`src/rtl/svm_det_collector.sv`:
```
// Detection collector behind the SVM classifier: filters windows,
// buffers detections in an FWFT FIFO and tracks per-frame statistics.
module svm_det_collector #(
   parameter int FEA_W = 12,
   parameter int SW_W  = 11,
   parameter int N_SW  = 1200,
   parameter int DEPTH = 16
) (
   input  logic                     clk,
   input  logic                     rst,
   input  logic                     i_valid,
   input  logic                     is_person,
   input  logic [FEA_W-1:0]         result,
   input  logic [SW_W-1:0]          sw_id,
   input  logic [FEA_W-1:0]         thr,
   input  logic                     o_ready,
   output logic                     o_valid,
   output logic [SW_W-1:0]          o_sw_id,
   output logic [FEA_W-1:0]         o_score,
   output logic [$clog2(DEPTH):0]   fifo_cnt,
   output logic                     frame_done,
   output logic [SW_W-1:0]          frame_det,
   output logic                     overflow,
   output logic                     seq_err,
   input  logic                     clr_err
);

   localparam int AW = $clog2(DEPTH);
   localparam int CW = AW + 1;
   localparam logic [SW_W-1:0] LAST_ID = SW_W'(N_SW - 1);

   typedef enum logic {S_IDLE, S_FRAME} state_t;

   state_t          state_q, state_d;
   logic [SW_W-1:0] exp_q, exp_d;
   logic [SW_W-1:0] run_q;
   logic            start, match, mis, last, qual;
   logic            pop, full, push, drop;

   logic [SW_W+FEA_W-1:0] mem [DEPTH];
   logic [SW_W+FEA_W-1:0] head;
   logic [AW-1:0]         wr_q, rd_q;
   logic [CW-1:0]         cnt_q;

   always_comb begin
      state_d = state_q;
      exp_d   = exp_q;
      start   = 1'b0;
      match   = 1'b0;
      mis     = 1'b0;
      last    = 1'b0;
      unique case (state_q)
         S_IDLE: begin
            if (i_valid && sw_id == '0) begin
               start   = 1'b1;
               state_d = S_FRAME;
               exp_d   = SW_W'(1);
            end
         end
         S_FRAME: begin
            if (i_valid) begin
               if (sw_id == exp_q) begin
                  match = 1'b1;
                  exp_d = exp_q + 1'b1;
                  if (sw_id == LAST_ID) begin
                     last    = 1'b1;
                     state_d = S_IDLE;
                  end
               end else begin
                  mis     = 1'b1;
                  state_d = S_IDLE;
               end
            end
         end
         default: state_d = S_IDLE;
      endcase
   end

   assign qual = (start | match) & is_person &
                 ($signed(result) >= $signed(thr));

   assign o_valid  = cnt_q != '0;
   assign pop      = o_valid & o_ready;
   assign full     = cnt_q == CW'(DEPTH);
   // A full FIFO still accepts a push when the head leaves this cycle
   assign push     = qual & (~full | pop);
   assign drop     = qual & full & ~pop;
   assign head     = mem[rd_q];
   assign o_sw_id  = o_valid ? head[SW_W+FEA_W-1:FEA_W] : '0;
   assign o_score  = o_valid ? head[FEA_W-1:0] : '0;
   assign fifo_cnt = cnt_q;

   always_ff @(posedge clk) begin
      if (push) mem[wr_q] <= {sw_id, result};
   end

   always_ff @(posedge clk) begin
      if (!rst) begin
         state_q    <= S_IDLE;
         exp_q      <= '0;
         run_q      <= '0;
         frame_done <= 1'b0;
         frame_det  <= '0;
         overflow   <= 1'b0;
         seq_err    <= 1'b0;
         wr_q       <= '0;
         rd_q       <= '0;
         cnt_q      <= '0;
      end else begin
         state_q    <= state_d;
         exp_q      <= exp_d;
         frame_done <= last;
         if (start)     run_q <= SW_W'(qual);
         else if (last) run_q <= '0;
         else if (qual) run_q <= run_q + 1'b1;
         if (last) frame_det <= run_q + SW_W'(qual);
         overflow <= drop | (overflow & ~clr_err);
         seq_err  <= mis  | (seq_err  & ~clr_err);
         if (push) wr_q <= wr_q + 1'b1;
         if (pop)  rd_q <= rd_q + 1'b1;
         unique case ({push, pop})
            2'b10:   cnt_q <= cnt_q + 1'b1;
            2'b01:   cnt_q <= cnt_q - 1'b1;
            default: cnt_q <= cnt_q;
         endcase
      end
   end

endmodule
```
`config.mk`:
```
export PLATFORM = sky130hd
export DESIGN_NAME = svm_det_collector
export DESIGN_NICKNAME = d
export VERILOG_FILES = /design/src/rtl/svm_det_collector.sv
export SDC_FILE = /design/constraint.sdc
export NUM_CORES = 1
export LEC_CHECK = 0
export ABC_AREA = 1
export BUFFER_PORTS_ARGS = -buffer_cell sky130_fd_sc_hd__buf_4
export CORE_UTILIZATION = 40
export CTS_BUF_LIST = sky130_fd_sc_hd__clkbuf_8
export CTS_CLUSTER_DIAMETER = 50
export CTS_CLUSTER_SIZE = 16
export DETAILED_ROUTE_END_ITERATION = 8
export GPL_ROUTABILITY_DRIVEN = 0
export PLACE_DENSITY = 0.61
export SYNTH_ARGS = -nofsm -noshare
export SYNTH_HDL_FRONTEND = slang
export SYNTH_SLANG_ARGS = --single-unit
```
`constraint.sdc`:
```
create_clock -name clk -period 4 [get_ports clk]
set_input_delay 0 -clock clk [delete_from_list [all_inputs] [get_ports clk]]
set_output_delay 0 -clock clk [all_outputs]
set_load 0.01 [all_outputs]
```
==> results.txt <==
----------------------------------------------------
[Run status]
  Result of the run ... completed

[Layout]
  Area growth, synth to finish ... 14.4%
  Post-layout nets ... 1683
  Footprint of the multi-input gates ... 5050 sq um
  Layout cells sized above 1 ... 13.6%
  Area occupied by registers ... 12100 sq um
  Layout filler cell count ... 3974

[Clocking]
  Clock Tree Buf Depth ... 3
  CTS tree ... yes
  Source-to-sink clock delay at the later pin of the worst-skew pair ... 610 ps
  Clock net sink count ... 422
  Clock-pin slew on the worst setup and hold paths ... 100 ps
  Clock tree root buffer cell ... sky130_fd_sc_hd__clkbuf_8
  H-tree level count ... 2
  Clock buffers created by TritonCTS ... 40

[Power and ir drop]
  Internal power ... 5.88 mW
  Reported leakage power ... 6.84 nW
  Cell Pwr Density ... 376 nW/um^2
  Sequential fraction of design power ... 62.7%
  Power share of the combinational group ... 3.1%
  Switching pwr ... 1.73 mW
  Maximum ir drop on the vdd rail ... 289 uV
  Fraction of power consumed by the clock network ... 34.1%
  Switching Fraction ... 22.7%

[Synthesis]
  Top_reg_cell synth ... sky130_fd_sc_hd__edfxtp_1
  Number of flops mapped to enable cells by yosys ... 368
  Synthesized instance count ... 1520
  Sequential fraction of the synthesis area ... 68.6%
  Biggest area contributors in the synthesized netlist ... sky130_fd_sc_hd__edfxtp_1 62%, sky130_fd_sc_hd__dfxtp_1 6.1%, sky130_fd_sc_hd__o21ai_0 5.7%
  Post-synthesis average cell area ... 11.6 sq um
  Unique cell type count in the Yosys netlist ... 44
  Post-synthesis sequential element count ... 422
  Share of async-settable or async-resettable flops after synthesis ... 0%
  Area share of the largest cell type after synthesis ... 62.5%
  Netlist area before placement ... 17700 sq um
  Post-synthesis net count ... 1586
  Cell taking the most area after synthesis ... sky130_fd_sc_hd__edfxtp_1
  Synth warn ... 0

[Setup path]
  Startpoint of the most critical register-to-register path ... exp_q[2]$_SDFFE_PN0P_
  Critical Path AT ... 3120 ps
  Endpoint type of the worst setup path ... output pin
  Startpoint type of the worst setup path ... register
  Reg2reg setup slack ... 920 ps
  Type of the worst setup path ... register to output pin
  Max Fanout on Critical Path ... 65
  Critical Path RT ... 4000 ps

[Global routing]
  Initial antenna violation count ... 1
  First-pass GRT wire length ... 70400 um
  Remaining global-route overflow ... 0
  GRT Total Usage ... 20.6%
  Pin count of the biggest net entering global routing ... 176
  Number of global-route vias before repair ... 11916

[STA]
  FMAX ... 0.320 GHz
  Final Hold Viols ... 0
  Max-slew violation total from the final report ... 0
  Remaining max-slew budget at the tightest pin ... 25.3%
  Worst setup slack after layout ... 877 ps
  Transition at the pin with the smallest max-transition slack ... 1120 ps
  Sum of negative setup slack ... 0 ps
  Period utilization ... 78.1%
  Clock skew ... 44.9 ps
  Post-route minimum period ... 3120 ps
  Final setup violating endpoints ... 0
  Unrepaired setup endpoints after global routing ... no

[Die]
  Placeable core area ... 43400 sq um
  Total Die Area ... 45100 sq um
  Starting Density ... 40.8%
  Number of primary I/O pins ... 84
  Die W ... 212 um
  Count of standard-cell rows ... 76
  Vertical die dimension ... 212 um

[Worst hold path]
  Launch instance of the worst min-delay path ... result[7]
  Hold Crit Class ... input pin to register

[Drt]
  Iteration-0 DRC count of the detailed router ... 1128
  Number of nets with antenna violations after detailed routing ... 0
  DRT Pass-1 Iters ... 7
  Top metal layer carrying routed signals ... met4
  Routed via count ... 12277
  Routed len/inst ... 20.7 um
  Number of vias per cell ... 5.50
  Met1 wire length ... 20200 um
  Met2 wire len ... 22300 um
  Residual DRC count ... 0
  Routed length on met3 ... 2680 um
  Total Routed Length ... 46200 um

[Job]
  Max-cap violation count ... 0

[Placement]
  Post-place setup slack ... 916 ps
  Half-perimeter wire length after placement ... 26500 um
  Port Buf Inserts ... 83

----------------------------------------------------
area by class of cell:
cell class / count / share of cell area [%]
inverters: 76 / 1.43
clock buffers: 41 / 2.79
well taps: 585 / 3.62
flip-flops and latches: 422 / 60.0
multi-input cells: 937 / 24.9
clock inverters: 28 / 1.03
diodes: 2 / 0.0247
repair buffers: 140 / 6.17
path summary, 6_finish.rpt:
check / to / cells past startpoint
setup / recovery: o_sw_id[1] / 7
hold / removal: mem[3][7]$_DFFE_PP_ / 2
setup reg to reg: mem[0][13]$_DFFE_PP_ / 10
hold reg to reg: register / 2
cells by family after synthesis:
logic type	share of synthesized area, %
buf+inv	3.47
xor+xnor	1.24
fa+ha+maj	1.81
flops	68.6
simple gates	12.5
compound gates	12.4
critical path, cell delays in order (launching register included):
cell and delay (ps):
sky130_fd_sc_hd__dfxtp_2 360, sky130_fd_sc_hd__clkinv_2 810, sky130_fd_sc_hd__buf_4 550, sky130_fd_sc_hd__o21ai_0 110, sky130_fd_sc_hd__o221ai_1 140, sky130_fd_sc_hd__nand3_1 180
sky130_fd_sc_hd__a21oi_1 150, sky130_fd_sc_hd__buf_4 220
routing by layer:
layer,up-vias,track usage [%]
met5,-,0
met4,0,6.10
met3,71,2.81
met2,383,34.0
met1,6106,28.5
li1,5717,-
flip-flops by register name (all words and copies together), names as in the netlist, named ones only:
name,cells
frame_det,11
rd_q,4
run_q,11
wr_q,4
overflow,1
seq_err,1
frame_done,1
mem,368
state_q,1
exp_q,11
fifo_cnt,5
Yosys cell counts, drive strengths merged (2+ instances only):
cell / n
edfxtp: 368
nor2: 262
o21ai: 202
nand2: 140
clkbuf: 77
inv: 75
nand3: 73
o221ai: 72
a21oi: 68
dfxtp: 54
ha: 24
nand4: 20
o22ai: 20
xor2: 18
nor3: 12
buf: 8
xnor2: 7
nor4: 5
a21o: 2
a31oi: 2
nor3b: 2
o31ai: 2
or2: 2
placed cells by master (no fill, tap or decap), types with 4 or more instances in the layout:
cell / netlist / routed
sky130_fd_sc_hd__edfxtp_1: 368 / 368
sky130_fd_sc_hd__nor2_1: 256 / 240
sky130_fd_sc_hd__o21ai_0: 200 / 200
sky130_fd_sc_hd__nand2_1: 135 / 135
sky130_fd_sc_hd__buf_4: 1 / 101
sky130_fd_sc_hd__o221ai_1: 72 / 72
sky130_fd_sc_hd__nand3_1: 69 / 69
sky130_fd_sc_hd__inv_1: 65 / 69
sky130_fd_sc_hd__a21oi_1: 64 / 64
sky130_fd_sc_hd__dfxtp_1: 54 / 51
sky130_fd_sc_hd__clkbuf_8: 0 / 41
sky130_fd_sc_hd__dlygate4sd3_1: 0 / 29
sky130_fd_sc_hd__ha_1: 24 / 24
sky130_fd_sc_hd__o22ai_1: 20 / 20
sky130_fd_sc_hd__nand4_1: 20 / 20
sky130_fd_sc_hd__xor2_1: 18 / 18
sky130_fd_sc_hd__nor2_4: 2 / 14
sky130_fd_sc_hd__nor3_1: 11 / 11
sky130_fd_sc_hd__inv_2: 10 / 10
sky130_fd_sc_hd__buf_12: 0 / 10
sky130_fd_sc_hd__nor2_2: 3 / 7
sky130_fd_sc_hd__xnor2_1: 7 / 7
sky130_fd_sc_hd__nor4_1: 5 / 5
sky130_fd_sc_hd__clkinv_4: 0 / 5
sky130_fd_sc_hd__clkinv_1: 1 / 4
sky130_fd_sc_hd__nand2_2: 4 / 4
sky130_fd_sc_hd__inv_8: 0 / 4
sky130_fd_sc_hd__inv_6: 0 / 4
sky130_fd_sc_hd__clkinvlp_4: 0 / 4
through the flow:
step	util, %	power [mW]	instance area (sq um)	hold slack, ps	instances
floorplan	-	4.96	17700	98.9	1520
global placement	44.2	5.08	19200	272	2131
detailed placement	44.2	5.09	19200	277	2131
CTS	46.6	7.67	20200	201	2229
global route	46.6	7.84	20200	250	2229
finish	46.7	7.60	20200	260	2231
repair_timing:
item / CTS / global route
buffers inserted: 0 / 0
endpoints found under the hold margin: 411 / 0
hold buffers: 29 / 0
resized for setup: 0 / 0
power by group through the flow:
stage,sequential (mW),clock (mW),combinational (mW)
after floorplan,4.87,0,0.0848
after global placement,4.87,0,0.210
after detailed placement,4.87,0,0.215
after CTS,4.77,2.66,0.239
after global routing,4.77,2.81,0.262
final,4.77,2.59,0.239
Note: power is estimated with default switching activity, not from simulation.
